## config.mk

```make
export PLATFORM = sky130hd
export DESIGN_NAME = pipeline_ctrl_flat
export DESIGN_NICKNAME = d
export VERILOG_FILES = /design/src/rtl/pipeline_ctrl_if.sv /design/src/rtl/pipeline_ctrl.sv /design/src/flat_wrapper.sv
export SDC_FILE = /design/constraint.sdc
export NUM_CORES = 1
export LEC_CHECK = 0
export CORE_ASPECT_RATIO = 0.5
export CORE_MARGIN = 8
export CORE_UTILIZATION = 30
export CTS_CLUSTER_DIAMETER = 100
export DETAILED_ROUTE_END_ITERATION = 7
export DONT_BUFFER_PORTS = 1
export PLACE_DENSITY = 0.48
export SLEW_MARGIN = 20
export SYNTH_ARGS = -nofsm -noshare
export SYNTH_HDL_FRONTEND = slang
export SYNTH_SLANG_ARGS = --single-unit
```

## constraint.sdc

```tcl
create_clock -name clk -period 8.8 [get_ports clk]
set_clock_uncertainty 0.2 [all_clocks]
set_input_delay 0.88 -clock clk [delete_from_list [all_inputs] [get_ports clk]]
set_output_delay 0.88 -clock clk [all_outputs]
set_load 0.005 [all_outputs]
```

## src/rtl/pipeline_ctrl_if.sv

```systemverilog
// Hazard-unit to pipeline-control bundle: stall/flush requests in,
// register enables/clears, per-stage valids and performance counters out.
interface pipeline_ctrl_if #(
  parameter int unsigned CNT_W = 32
);
  logic             StallF;
  logic             StallD;
  logic             FlushD;
  logic             FlushE;
  logic             CntClear;
  logic             EnableF;
  logic             EnableD;
  logic             ClearD;
  logic             ClearE;
  logic             ValidD;
  logic             ValidE;
  logic             ValidM;
  logic             ValidW;
  logic             RetireW;
  logic             Running;
  logic             ProtoErr;
  logic [CNT_W-1:0] CycleCount;
  logic [CNT_W-1:0] InstRetCount;
  logic [CNT_W-1:0] StallCount;
  logic [CNT_W-1:0] FlushCount;

  modport master (
    output StallF, StallD, FlushD, FlushE, CntClear,
    input  EnableF, EnableD, ClearD, ClearE,
    input  ValidD, ValidE, ValidM, ValidW, RetireW, Running, ProtoErr,
    input  CycleCount, InstRetCount, StallCount, FlushCount
  );

  modport slave (
    input  StallF, StallD, FlushD, FlushE, CntClear,
    output EnableF, EnableD, ClearD, ClearE,
    output ValidD, ValidE, ValidM, ValidW, RetireW, Running, ProtoErr,
    output CycleCount, InstRetCount, StallCount, FlushCount
  );
endinterface

```

## src/rtl/pipeline_ctrl.sv

```systemverilog
// Consumer of hazard stall/flush requests: register enables/clears, stage
// valid tracking, start-up sequencing and saturating performance counters.
module pipeline_ctrl #(
  parameter int unsigned CNT_W = 32
) (
  input  logic           clk,
  input  logic           reset,
  pipeline_ctrl_if.slave bus
);

  typedef enum logic [1:0] {
    S_RESET = 2'd0,
    S_FILL  = 2'd1,
    S_RUN   = 2'd2
  } state_t;

  state_t           r_state;
  state_t           w_state_next;
  logic             w_active;
  logic             r_valid_d;
  logic             r_valid_e;
  logic             r_valid_m;
  logic             r_valid_w;
  logic             r_proto_err;
  logic [CNT_W-1:0] r_cycle_cnt;
  logic [CNT_W-1:0] r_ret_cnt;
  logic [CNT_W-1:0] r_stall_cnt;
  logic [CNT_W-1:0] r_flush_cnt;

  // Saturating increment: holds at all-ones instead of wrapping.
  function automatic logic [CNT_W-1:0] sat_inc(input logic [CNT_W-1:0] v,
                                               input logic en);
    return (en && (v != '1)) ? v + CNT_W'(1) : v;
  endfunction

  always_ff @(posedge clk or posedge reset) begin
    if (reset) r_state <= S_RESET;
    else       r_state <= w_state_next;
  end

  always_comb begin
    w_state_next = r_state;
    case (r_state)
      S_RESET: w_state_next = S_FILL;
      S_FILL:  if (r_valid_w) w_state_next = S_RUN;
      S_RUN:   w_state_next = S_RUN;
      default: w_state_next = S_RESET;
    endcase
  end

  always_comb begin
    w_active    = (r_state != S_RESET);
    bus.EnableF = ~bus.StallF & w_active;
    bus.EnableD = ~bus.StallD;
    bus.ClearD  = bus.FlushD;
    bus.ClearE  = bus.FlushE;
    bus.RetireW = r_valid_w;
    bus.Running = (r_state == S_RUN);
  end

  // Valid shift; flush takes priority over stall in D.
  always_ff @(posedge clk or posedge reset) begin
    if (reset) begin
      r_valid_d <= 1'b0;
      r_valid_e <= 1'b0;
      r_valid_m <= 1'b0;
      r_valid_w <= 1'b0;
    end else begin
      r_valid_d <= bus.FlushD ? 1'b0 : (bus.StallD ? r_valid_d : w_active);
      r_valid_e <= bus.FlushE ? 1'b0 : r_valid_d;
      r_valid_m <= r_valid_e;
      r_valid_w <= r_valid_m;
    end
  end

  // Counters: clear wins over that cycle's increment; ProtoErr is reset-only.
  always_ff @(posedge clk or posedge reset) begin
    if (reset) begin
      r_cycle_cnt <= '0;
      r_ret_cnt   <= '0;
      r_stall_cnt <= '0;
      r_flush_cnt <= '0;
      r_proto_err <= 1'b0;
    end else begin
      if (bus.CntClear) begin
        r_cycle_cnt <= '0;
        r_ret_cnt   <= '0;
        r_stall_cnt <= '0;
        r_flush_cnt <= '0;
      end else begin
        r_cycle_cnt <= sat_inc(r_cycle_cnt, w_active);
        r_ret_cnt   <= sat_inc(r_ret_cnt, r_valid_w);
        r_stall_cnt <= sat_inc(r_stall_cnt, bus.StallD & ~bus.FlushD);
        r_flush_cnt <= sat_inc(r_flush_cnt, bus.FlushD);
      end
      if (bus.StallF != bus.StallD) r_proto_err <= 1'b1;
    end
  end

  assign bus.ValidD       = r_valid_d;
  assign bus.ValidE       = r_valid_e;
  assign bus.ValidM       = r_valid_m;
  assign bus.ValidW       = r_valid_w;
  assign bus.ProtoErr     = r_proto_err;
  assign bus.CycleCount   = r_cycle_cnt;
  assign bus.InstRetCount = r_ret_cnt;
  assign bus.StallCount   = r_stall_cnt;
  assign bus.FlushCount   = r_flush_cnt;

endmodule
```

## src/flat_wrapper.sv

```systemverilog
// flat-port wrapper written by rule: the top's interface ports become plain ports
module pipeline_ctrl_flat 
#(
  parameter int unsigned CNT_W = 32
)
  (clk, reset, bus_StallF, bus_StallD, bus_FlushD, bus_FlushE, bus_CntClear, bus_EnableF, bus_EnableD, bus_ClearD, bus_ClearE, bus_ValidD, bus_ValidE, bus_ValidM, bus_ValidW, bus_RetireW, bus_Running, bus_ProtoErr, bus_CycleCount, bus_InstRetCount, bus_StallCount, bus_FlushCount);
  pipeline_ctrl_if #(.CNT_W(CNT_W)) bus_i ();
  input  logic clk;
  input  logic reset;
  input wire logic [$bits(bus_i.StallF)-1:0] bus_StallF;
  input wire logic [$bits(bus_i.StallD)-1:0] bus_StallD;
  input wire logic [$bits(bus_i.FlushD)-1:0] bus_FlushD;
  input wire logic [$bits(bus_i.FlushE)-1:0] bus_FlushE;
  input wire logic [$bits(bus_i.CntClear)-1:0] bus_CntClear;
  output wire logic [$bits(bus_i.EnableF)-1:0] bus_EnableF;
  output wire logic [$bits(bus_i.EnableD)-1:0] bus_EnableD;
  output wire logic [$bits(bus_i.ClearD)-1:0] bus_ClearD;
  output wire logic [$bits(bus_i.ClearE)-1:0] bus_ClearE;
  output wire logic [$bits(bus_i.ValidD)-1:0] bus_ValidD;
  output wire logic [$bits(bus_i.ValidE)-1:0] bus_ValidE;
  output wire logic [$bits(bus_i.ValidM)-1:0] bus_ValidM;
  output wire logic [$bits(bus_i.ValidW)-1:0] bus_ValidW;
  output wire logic [$bits(bus_i.RetireW)-1:0] bus_RetireW;
  output wire logic [$bits(bus_i.Running)-1:0] bus_Running;
  output wire logic [$bits(bus_i.ProtoErr)-1:0] bus_ProtoErr;
  output wire logic [$bits(bus_i.CycleCount)-1:0] bus_CycleCount;
  output wire logic [$bits(bus_i.InstRetCount)-1:0] bus_InstRetCount;
  output wire logic [$bits(bus_i.StallCount)-1:0] bus_StallCount;
  output wire logic [$bits(bus_i.FlushCount)-1:0] bus_FlushCount;
  assign bus_i.StallF = bus_StallF;
  assign bus_i.StallD = bus_StallD;
  assign bus_i.FlushD = bus_FlushD;
  assign bus_i.FlushE = bus_FlushE;
  assign bus_i.CntClear = bus_CntClear;
  assign bus_EnableF = bus_i.EnableF;
  assign bus_EnableD = bus_i.EnableD;
  assign bus_ClearD = bus_i.ClearD;
  assign bus_ClearE = bus_i.ClearE;
  assign bus_ValidD = bus_i.ValidD;
  assign bus_ValidE = bus_i.ValidE;
  assign bus_ValidM = bus_i.ValidM;
  assign bus_ValidW = bus_i.ValidW;
  assign bus_RetireW = bus_i.RetireW;
  assign bus_Running = bus_i.Running;
  assign bus_ProtoErr = bus_i.ProtoErr;
  assign bus_CycleCount = bus_i.CycleCount;
  assign bus_InstRetCount = bus_i.InstRetCount;
  assign bus_StallCount = bus_i.StallCount;
  assign bus_FlushCount = bus_i.FlushCount;
  pipeline_ctrl #(.CNT_W(CNT_W)) u_core (.clk(clk), .reset(reset), .bus(bus_i));
endmodule
```

== Yosys cells after proc, flatten, opt, wreduce, memory -nomap -nowiden ==
Cells that the tools add are included.
Cells by class
  add/sub/neg operators: 4
  equality and inequality tests: 9
  mux-type cells: 13
  bitwise operators: 5
  reductions and logical operators: 10
Operator list (count)
  32-bit two-way mux: 8
  32-bit by 1-bit adder with 32-bit output, second input constant: 4
  32-bit inequality test, second input constant: 4
  2-bit nonzero test: 5
  2-bit case mux with 3 select lines: 1
  1-bit logical AND: 4
  2-bit by 1-bit inequality test with 1-bit output, second input constant: 2
  1-bit two-way mux: 3
  1-bit NOT: 3
  1-bit AND: 2
  2-bit by 1-bit equality test with 1-bit output, second input constant: 1
  2-bit equality test, second input constant: 1
  2-bit logical NOT: 1
  2-bit two-way mux: 1
  1-bit inequality test: 1
Storage, ports and cells
  bits in registers: 135
  bits of input ports: 7
  output and inout port bits: 139

== Longest topological paths before layout ==
Gate-level depths: netlist of run 1.
  depth after elaboration: 5
  mapped depth: 8

== Least setup slack after synthesis of run 1 ==
OpenSTA, ideal clock, no wires.
  kind: input -> register
  from: input bus_FlushD
  to: register u_core.r_stall_cnt[29] (netlist: u_core.bus.StallCount[29])
  setup time: 0.078 ns
  data arrival time: 2.443 ns
  data required time: 8.522 ns
  path slack: 6.079 ns
  stages: 7
  buffers on the path: 2
  cells stage by stage: clkbuf_1 nor2b_1 buf_2 nand2_1 or4_4 or4_1 a21oi_1
Between the ends
  word-level cells in the longest chain between the ends: 4
RTL lines
  start, declared: RTL line flat_wrapper.sv:12  | input wire logic [$bits(bus_i.FlushD)-1:0] bus_FlushD;
  1-bit NOT: RTL line pipeline_ctrl.sv:93  | r_stall_cnt <= sat_inc(r_stall_cnt, bus.StallD & ~bus.FlushD);
  1-bit AND: RTL line pipeline_ctrl.sv:93
  1-bit logical AND: RTL line pipeline_ctrl.sv:33  | return (en && (v != '1)) ? v + CNT_W'(1) : v;
  2-bit nonzero test (no source line)
  end signal, assigned: RTL line pipeline_ctrl.sv:93
  end, declared: RTL line pipeline_ctrl.sv:27  | logic [CNT_W-1:0] r_stall_cnt;
No other way between the ends.
A chain may end at the register's enable or synchronous reset.

== Worst setup path after layout of run 1 ==
  from: register u_core.r_stall_cnt[0] (netlist: u_core.bus.StallCount[0])
  to: register u_core.r_stall_cnt[4] (netlist: u_core.bus.StallCount[4])
Between the ends
  word-level cells in the longest chain between the ends: 3
RTL lines (RTL line)
  32-bit by 1-bit adder with 32-bit output / 32-bit inequality test (equally long branches): pipeline_ctrl.sv:33
  32-bit two-way mux / 1-bit logical AND (equally long branches): pipeline_ctrl.sv:33
  32-bit two-way mux / 2-bit nonzero test (equally long branches)
Several ways; a longest one is shown, not always the timed one. The select of a mux whose other input is x is not followed.

==> flow_metrics.tcl, run 1 <==
set metrics [dict create \
    cts_resized 0 \
    n_fill_cell 2535 \
    grt_max_degree 139 \
    min_period_over_period 0.3241 \
    port_buffers 0 \
    routed_via_density 5.596 \
    crit_type "reg -> reg" \
    ys_ff_latch 135 \
    die_h_um 127.5 \
    internal_power_mw 1.167 \
    slew_headroom 0.4684 \
    drv_cap 0 \
    grt_pass1_wl_mm 34.93 \
    avgRoutedWirePerCell_um 19.22 \
    numCtsBuffers 17 \
    post-dp-hpwl_mm 14.88 \
    drc_errors 0 \
    rows 40 \
    antenna_found_initial 0 \
    hold_violations 0 \
    synth_cells 822 \
    dr.pass1.iters 5 \
    final_util 0.3469 \
    startpoint_type "register" \
    ios 146 \
    status "complete, no violations" \
    placed_cell_area_um2 7749 \
    grt_pass1_vias 5869 \
    swShare 0.2446 \
    final_area_um2 8403 \
    postCtsSetupRepairBufs 0 \
    worst-path-max-fanout 34 \
    dp.cells 1115 \
    syn_to_final_growth_pct 12.59 \
    path_clk_slew_ns 0.06 \
    synth_edf_count 0 \
    clkPwrFrac 0.520 \
    sequentialPowerShare 0.424 \
    insertion_delay_ns 0.44 \
    hp-class "in -> async" \
    gr-total-overflow 0 \
    arrival_ns 3.01 \
    powerDensity_nw_per_um2 183.9 \
    vias 6419 \
    ctsHtreeMaxLevel 4 \
    synth_cell_type_count 50 \
    cp-end-kind "register" \
    syn_area_um2 7463 \
    tns_ns 0 \
    final_net_count 813 \
    max-vdd-ir-drop_mv 0.09218 \
    grt_use_total 0.1428 \
    cp.required_ns 8.95 \
    die-area_um2 30490 \
    ys_warn_count 0 \
    postRouteWirelength_mm 22.05 \
    clockRootBuffer "clkbuf_16" \
    power.total_mw 1.545 \
    drive_gt1_frac 0.06535 \
    tightest_slew_ns 0.7901 \
    drv_slew 0 \
    p_sw_mw 0.3780 \
    drtAntennaViolNets 0 \
    fin_cells 1147 \
    initial_utilization 0.3081 \
    drt_iter0_drc 589 \
    clockBufferDepth 2 \
    avgSynthCellArea_um2 9.080 \
    diodes 0 \
    cts.sinks 135 \
    fin_crit_ns 2.852 \
    synth_flop_cell "dfrtp_1" \
    cts_hold_buf 0 \
    synthArstFlopShare 1.000 \
    regArea_um2 3378 \
    p_comb_frac 0.056 \
    core_um2 24220 \
    finalSetupViolCount 0 \
    grt_setup_unrepaired "false" \
    power_leakage_nw 3.043 \
    mostFrequentLayoutCell "dfrtp_1" \
    final_cell_mix "dfrtp_1, a21oi_1, nor2_1, nand3_1, o21ai_0" \
    multi_input_area_um2 3817 \
    cts_tree "yes" \
    gp_congestion 0.7614 \
    max_freq_ghz 0.3506 \
    yosysSeqAreaShare 0.4526 \
    die_x_um 239.1 \
    synth_nets 837 \
]
==> kinds of logic after synthesis <==
| family | Yosys count | share of synthesized area |
|---|---|---|
| multiplexers | 10 | 0.01475 |
| buffers and inverters | 72 | 0.03873 |
| AO/OA/AOI/OAI | 194 | 0.1579 |
| flip-flops | 135 | 0.4526 |
| XOR/XNOR | 40 | 0.04694 |
| adder cells (fa/ha/maj) | 8 | 0.01341 |
| AND/OR/NAND/NOR | 363 | 0.2756 |
==> critical path, cell delays in order, from the launching register on <==
cell and delay, ns:
dfrtp_1 0.46, ha_1 0.20, and3_1 0.28, nand4_1 0.27, nor4_4 0.63, buf_4 0.40
o21ai_0 0.15, a21oi_1 0.16
==> path summary, 6_finish.rpt <==
kind / end / cells after the start / startpoint / slack, ns
max: u_core.bus.StallCount[4]$_DFFE_PP0P_ / 7 / u_core.bus.StallCount[0]$_DFFE_PP0P_ / 5.95
min: u_core.bus.FlushCount[21]$_DFFE_PP0P_ / 1 / reset / 0.16
max reg2reg: u_core.bus.StallCount[4]$_DFFE_PP0P_ / 7 / u_core.bus.StallCount[0]$_DFFE_PP0P_ / 5.95
min reg2reg: u_core.bus.ValidM$_DFF_PP0_ / 0 / u_core.bus.ValidE$_DFF_PP0_ / 0.20
max in group asynchronous: u_core.bus.CycleCount[5]$_DFFE_PP0P_ / 2 / reset / 7.11
min in group clk: u_core.bus.ValidM$_DFF_PP0_ / 0 / u_core.bus.ValidE$_DFF_PP0_ / 0.20
==> metal layers <==
metal / vias up / global-route usage / wire length [um]
met5: - / 0 / 0
met2: 110 / 0.2269 / 10380
met1: 3225 / 0.1826 / 10160
li1: 3071 / - / -
met4: 0 / 0.03073 / 193
met3: 13 / 0.05494 / 1317
==> stage by stage <==
step / hold WS (ns) / worst slack [ns]
6_report: 0.1635 / 5.948
5_1_grt: 0.1984 / 5.697
4_1_cts: 0.1845 / 5.944
3_5_place_dp: 0.1929 / 5.664
3_3_place_gp: 0.1969 / 5.713
2_1_floorplan: 0.1757 / 4.109
==> cells in the mapped netlist (2+ instances only) <==
| cell type | count | share of area |
|---|---|---|
| nand2_1 | 41 | 0.021 |
| mux2i_1 | 2 | 0.0027 |
| mux2_2 | 8 | 0.012 |
| a2111oi_0 | 11 | 0.013 |
| nand3_1 | 48 | 0.032 |
| a21oi_1 | 80 | 0.054 |
| nand3b_1 | 2 | 0.0020 |
| and4_1 | 18 | 0.021 |
| nor3b_1 | 2 | 0.0020 |
| clkbuf_1 | 38 | 0.019 |
| nor4_1 | 14 | 0.012 |
| buf_2 | 6 | 0.0040 |
| or3_1 | 38 | 0.032 |
| nand4b_1 | 2 | 0.0023 |
| o211ai_1 | 3 | 0.0030 |
| and2_1 | 3 | 0.0025 |
| o21ai_0 | 42 | 0.028 |
| and3_1 | 15 | 0.013 |
| nor4b_1 | 2 | 0.0023 |
| or4_1 | 38 | 0.038 |
| xor2_1 | 11 | 0.013 |
| nor3_1 | 10 | 0.0067 |
| nand2b_1 | 3 | 0.0025 |
| o2111ai_1 | 6 | 0.0070 |
| inv_1 | 24 | 0.012 |
| a211oi_1 | 8 | 0.0080 |
| nor2b_1 | 10 | 0.0084 |
| nand4_1 | 41 | 0.034 |
| nor2_1 | 71 | 0.036 |
| ha_1 | 8 | 0.013 |
| a21o_1 | 3 | 0.0030 |
| buf_4 | 3 | 0.0030 |
| o31ai_1 | 32 | 0.032 |
| dfrtp_1 | 135 | 0.45 |
| xnor2_1 | 29 | 0.034 |
==> registers in the layout, summed over array words and instances, names as in the netlist, 2 cells and up <==
| name | count |
|---|---|
| u_core.bus.FlushCount | 32 |
| u_core.bus.InstRetCount | 32 |
| u_core.bus.StallCount | 32 |
| u_core.bus.CycleCount | 32 |
| u_core.r_state | 2 |
==> power by group through the flow <==
stage               sequential (mW)  clock [mW]  combinational, mW
finish                        0.656       0.803             0.0864
global route                  0.658       0.853              0.102
CTS                           0.656       0.823             0.0892
detailed placement            0.668           0             0.0884
global placement              0.667           0             0.0857
floorplan                     0.659           0             0.0784
==> final cells by class <==
cell class                      instances  area share
Tap cell                              336     0.05003
Multi-Input combinational cell        615      0.4543
Timing Repair Buffer                    5    0.004914
Sequential cell                       135      0.4020
Clock buffer                           21     0.05718
Inverter                               24     0.01132
Clock inverter                         11     0.02025
Power figures use the tool's default switching activity.
==> run 2, diff against run 1 <==
==> constraint.sdc (replaced) <==
create_clock -name clk -period 2.72 [get_ports clk]
set_clock_uncertainty 0.2 [all_clocks]
set_input_delay 0.272 -clock clk [delete_from_list [all_inputs] [get_ports clk]]
set_output_delay 0.272 -clock clk [all_outputs]
set_load 0.005 [all_outputs]
==> run 2 against run 1 <==
Compared with the run above: clock power grew to 3.1 times the previous value; wire length grew 4.5%; highest routed layer unchanged; critical path type unchanged; core utilization grew 2.5 points; sequential power grew to 3.2 times the previous value.
==> flow_metrics.tcl, run 2 (synthesis gave the netlist of run 1 again) <==
set metrics [dict create \
    status "complete, no violations" \
    vias 6701 \
    worst-path-max-fanout 6 \
    tns_ns 0 \
    die_h_um 127.5 \
    diodes 0 \
    rows 40 \
    placed_cell_area_um2 8079 \
    drv_slew 0 \
    core_um2 24220 \
    die-area_um2 30490 \
    die_x_um 239.1 \
    crit_type "reg -> reg" \
    hold_end "u_core.bus.StallCount[0]$_DFFE_PP0P_" \
    gp_congestion 0.7867 \
    path_clk_slew_ns 0.06 \
    routed_via_density 5.524 \
    startpoint "u_core.bus.InstRetCount[2]$_DFFE_PP0P_" \
    hold_violations 0 \
    final_cell_mix "dfrtp_1, a21oi_1, nor2_1, buf_4, nand3_1" \
    cp.required_ns 2.88 \
    powerDensity_nw_per_um2 551.3 \
    ios 146 \
    r2r_setup_slack_ns 0.10 \
    clockBufferDepth 2 \
    grt_setup_unrepaired "true" \
    drc_errors 0 \
    drive_gt1_frac 0.1288 \
    drt_iter0_drc 404 \
    postRouteWirelength_mm 23.05 \
    antenna_found_initial 0 \
    grt_use_total 0.1494 \
    holdPathStages 3 \
    n_fill_cell 2511 \
    grt_max_degree 136 \
    power_leakage_nw 3.377 \
    initial_utilization 0.3081 \
    drv_cap 0 \
    grt_pass1_vias 6111 \
    gr-total-overflow 0 \
    port_buffers 0 \
    setup_slack_ns 0.1008 \
    drtAntennaViolNets 0 \
    min-delay-start "bus_FlushD" \
    max-vdd-ir-drop_mv 0.2874 \
    min_period_over_period 0.9629 \
    cp-end-kind "register" \
    slew_headroom 0.4768 \
    dr.pass1.iters 5 \
    rr_startpoint "u_core.bus.InstRetCount[2]$_DFFE_PP0P_" \
    holdWs_ns 0.03647 \
    tightest_slew_ns 0.7848 \
    hp-class "in -> reg" \
    clockRootBuffer "clkbuf_16" \
    post-dp-hpwl_mm 15.31 \
    max_freq_ghz 0.3818 \
    finalSetupViolCount 0 \
    fin_crit_ns 2.619 \
    grt_pass1_wl_mm 36.36 \
    cts.sinks 135 \
    ctsHtreeMaxLevel 4 \
    startpoint_type "register" \
    mostFrequentLayoutCell "dfrtp_1" \
    syn_to_final_growth_pct 20.85 \
    numCtsBuffers 17 \
    insertion_delay_ns 0.43 \
    avgRoutedWirePerCell_um 19.00 \
    final_net_count 881 \
    final_area_um2 9020 \
    cts_tree "yes" \
    dpl_worst_slack_ns 0.2337 \
    arrival_ns 2.78 \
    rr_endpoint "u_core.bus.InstRetCount[10]$_DFFE_PP0P_" \
    ff2ff_path_depth 5 \
]
run 2: cell count changes in the layout (fill, tap and decap cells not counted), moves of 3 or more:
cell	previous run	this run
dfrtp_2	0	7
nor4_2	1	4
buf_4	4	48
dfrtp_1	135	128
dlygate4sd3_1	0	22
run 2: what timing repair did:
| item | 4_1_cts | 5_1_grt |
|---|---|---|
| setup endpoints to repair | 0 | 13 |
| hold buffers | 23 | 0 |
| endpoints found under the hold margin | 266 | 0 |
| setup buffers | 0 | 3 |
| resized for setup | 0 | 18 |
run 2: layer usage:
layer | wire length (um) | GRT usage
met5 | 0 | 0
met2 | 10620 | 0.2335
met1 | 10500 | 0.1926
met4 | 475 | 0.06324
met3 | 1445 | 0.04142
run 2: worst max path at each step:
stage,slack [ns],to
global route,-0.04,u_core.bus.InstRetCount[10]$_DFFE_PP0P_
CTS,0.03,u_core.bus.CycleCount[12]$_DFFE_PP0P_
floorplan,0.40,u_core.bus.StallCount[29]$_DFFE_PP0P_
detailed placement,0.23,u_core.bus.StallCount[29]$_DFFE_PP0P_
global placement,0.27,u_core.bus.StallCount[31]$_DFFE_PP0P_
finish,0.10,u_core.bus.InstRetCount[10]$_DFFE_PP0P_
run 2: layout make-up:
class,instances,area [um2],area share
Sequential cell,135,3387,0.3755
Multi-Input combinational cell,615,3860,0.4279
Tap cell,336,420.4,0.04661
Clock inverter,9,150.1,0.01665
Inverter,24,93.84,0.01040
Timing Repair Buffer,73,648.1,0.07185
Clock buffer,21,460.4,0.05105
run 2: through the flow:
stage	total power, mW	util	std cells
final	4.973	0.3724	1213
after global routing	5.195	0.3724	1213
after CTS	5.064	0.3690	1210
after detailed placement	2.473	0.3335	1157
after global placement	2.463	0.3335	1157
after floorplan	2.386	-	822
run 2: report_power, final:
group | total (mW) | leakage [nW] | switching [mW] | internal (mW)
Clock | 2.46 | 0.295 | 0.892 | 1.57
Combinational | 0.400 | 1.22 | 0.252 | 0.148
Sequential | 2.11 | 1.86 | 0.0581 | 2.06
run 2: critical path: stages, from the launching register on:
cell and delay [ns]:
dfrtp_1 0.45, nand3_1 0.22, or3_4 0.47, or4_1 0.48, a21oi_1 0.16, dlygate4sd3_1 0.56
==> run 3, diff against run 2 <==
--- a/config.mk
+++ b/config.mk
@@ -12,6 +12,7 @@
 export DETAILED_ROUTE_END_ITERATION = 7
 export DONT_BUFFER_PORTS = 1
 export PLACE_DENSITY = 0.48
+export SETUP_SLACK_MARGIN = 0.05
 export SLEW_MARGIN = 20
 export SYNTH_ARGS = -nofsm -noshare
 export SYNTH_HDL_FRONTEND = slang
==> run 3 against run 2 <==
Compared with the run above: first-iteration DRC count is 5.0% higher; non-clock buffer count is 2 higher; flip-flop and latch count unchanged; largest power group unchanged; fmax is 1.3% higher; total power rose by 0.13%; hold slack worse by 0.0095 ns; sequential share of layout area decreased by 0.21 points; global-route usage barely moved; final cell count rose by 0.16%; critical path depth grew 1; largest cell class unchanged; critical path type unchanged; via count is 0.25% higher.
==> flow_metrics.tcl, run 3 (synthesis gave the netlist of run 1 again) <==
set metrics [dict create \
    min_period_over_period 0.9508 \
    ff2ff_path_depth 6 \
    final_cell_mix "dfrtp_1, a21oi_1, nor2_1, buf_4, nand3_1" \
    postRouteWirelength_mm 23.15 \
    hp-class "in -> reg" \
    ios 146 \
    slowest_stage "dlygate4sd3_1" \
    post-dp-hpwl_mm 15.31 \
    drive_gt1_frac 0.1251 \
    mostFrequentLayoutCell "dfrtp_1" \
    routed_via_density 5.529 \
    port_buffers 0 \
    diodes 0 \
    rr_endpoint "u_core.bus.InstRetCount[10]$_DFFE_PP0P_" \
    gp_congestion 0.7867 \
    initial_utilization 0.3081 \
    die_x_um 239.1 \
    grt_setup_unrepaired "true" \
    cts_tree "yes" \
    crit_type "reg -> reg" \
    rows 40 \
    startpoint_type "register" \
    tightest_slew_ns 0.7813 \
    internal_power_mw 3.779 \
    grt_max_degree 136 \
    finalSetupViolCount 0 \
    numCtsBuffers 17 \
    avgRoutedWirePerCell_um 19.05 \
    final_net_count 883 \
    final_util 0.3739 \
    arrival_ns 2.75 \
    powerDensity_nw_per_um2 549.8 \
    antenna_found_initial 0 \
    power.total_mw 4.980 \
    grt_pass1_vias 6161 \
    r2r_setup_slack_ns 0.13 \
    drtAntennaViolNets 0 \
    clkPwrFrac 0.494 \
    fin_crit_ns 2.586 \
    max-vdd-ir-drop_mv 0.2888 \
    slew_headroom 0.4791 \
    max_freq_ghz 0.3867 \
    cp-end-kind "register" \
    p_sw_mw 1.201 \
    dr.pass1.iters 5 \
    core_um2 24220 \
    max_stage_delay_ns 0.57 \
    die-area_um2 30490 \
    ctsHtreeMaxLevel 4 \
    swShare 0.2411 \
    hold_end "u_core.bus.StallCount[0]$_DFFE_PP0P_" \
    vias 6718 \
    path_clk_slew_ns 0.06 \
    die_h_um 127.5 \
    holdPathStages 3 \
    cts.sinks 135 \
    syn_to_final_growth_pct 21.34 \
    drt_iter0_drc 424 \
    gr-total-overflow 0 \
    drc_errors 0 \
    insertion_delay_ns 0.43 \
    grt_use_total 0.1496 \
    hold_violations 0 \
    grt_pass1_wl_mm 36.41 \
    power_leakage_nw 3.384 \
    p_comb_frac 0.082 \
    cp.required_ns 2.88 \
    status "complete, no violations" \
    rr_startpoint "u_core.bus.InstRetCount[0]$_DFFE_PP0P_" \
    min-delay-start "bus_FlushD" \
    tns_ns 0 \
    clockBufferDepth 2 \
    drv_cap 0 \
    clockRootBuffer "clkbuf_16" \
    sequentialPowerShare 0.424 \
    worst-path-max-fanout 6 \
    drv_slew 0 \
    path_cells "ha_2 > nand2_1 > or3_4 > or4_1 > a21oi_1 > dlygate4sd3_1" \
]
run 3: how the worst max path moves through the flow:
stage / from / to / slack [ns] / cells past startpoint
2_1_floorplan: u_core.bus.StallCount[8]$_DFFE_PP0P_ / u_core.bus.StallCount[29]$_DFFE_PP0P_ / 0.40 / 5
3_3_place_gp: u_core.bus.StallCount[8]$_DFFE_PP0P_ / u_core.bus.StallCount[31]$_DFFE_PP0P_ / 0.27 / 5
3_5_place_dp: u_core.bus.StallCount[8]$_DFFE_PP0P_ / u_core.bus.StallCount[29]$_DFFE_PP0P_ / 0.23 / 5
4_1_cts: u_core.bus.InstRetCount[17]$_DFFE_PP0P_ / u_core.bus.InstRetCount[10]$_DFFE_PP0P_ / 0.08 / 7
5_1_grt: u_core.bus.InstRetCount[29]$_DFFE_PP0P_ / u_core.bus.InstRetCount[10]$_DFFE_PP0P_ / -0.002 / 6
6_report: u_core.bus.InstRetCount[0]$_DFFE_PP0P_ / u_core.bus.InstRetCount[10]$_DFFE_PP0P_ / 0.13 / 6
run 3: critical path, delay by kind of cell, from the launching register on:
| kind | cells | cell delay [ns] |
|---|---|---|
| and+or+nand+nor | 3 | 1.03 |
| DFF | 1 | 0.35 |
| adders and majority gates | 1 | 0.21 |
| AOI/OAI and AO/OA | 1 | 0.16 |
| buffers and inverters | 1 | 0.57 |
run 3: cell type report:
type / count / area (um2)
fill: 2504 / 15170
multi-input combinational: 615 / 3879
sequential: 135 / 3382
timing repair buffer: 75 / 670.6
clock buffer: 21 / 460.4
tap: 336 / 420.4
clock inverter: 9 / 150.1
inverter: 24 / 93.84
run 3: per-layer routing:
layer	vias up	track usage	wire, um
met2	147	0.2345	10730
met4	0	0.06359	473
li1	3212	-	-
met5	-	0	0
met1	3334	0.1920	10550
met3	25	0.04163	1389
run 3: metrics by stage:
| stage | hold slack [ns] | worst slack [ns] | cell area [um2] | std cells |
|---|---|---|---|---|
| finish | 0.02692 | 0.1338 | 9056 | 1215 |
| global route | 0.05470 | -0.002331 | 9056 | 1215 |
| CTS | 0.008561 | 0.07625 | 8967 | 1213 |
| detailed placement | 0.1406 | 0.2337 | 8079 | 1157 |
| global placement | 0.1398 | 0.2706 | 8079 | 1157 |
| floorplan | 0.1376 | 0.4031 | 7467 | 822 |
run 3: repair_timing:
item                                   in CTS  in global routing
setup endpoints to repair                   0                  9
setup buffers                               0                  2
hold buffers                               26                  0
gates resized for setup                     0                 17
endpoints found under the hold margin     266                  0
run 3: power groups by stage:
stage	sequential (mW)	clock, mW	combinational, mW
final	2.11	2.46	0.409
after global routing	2.12	2.62	0.464
after CTS	2.11	2.55	0.413
after detailed placement	2.15	0	0.324
after global placement	2.15	0	0.316
after floorplan	2.13	0	0.254
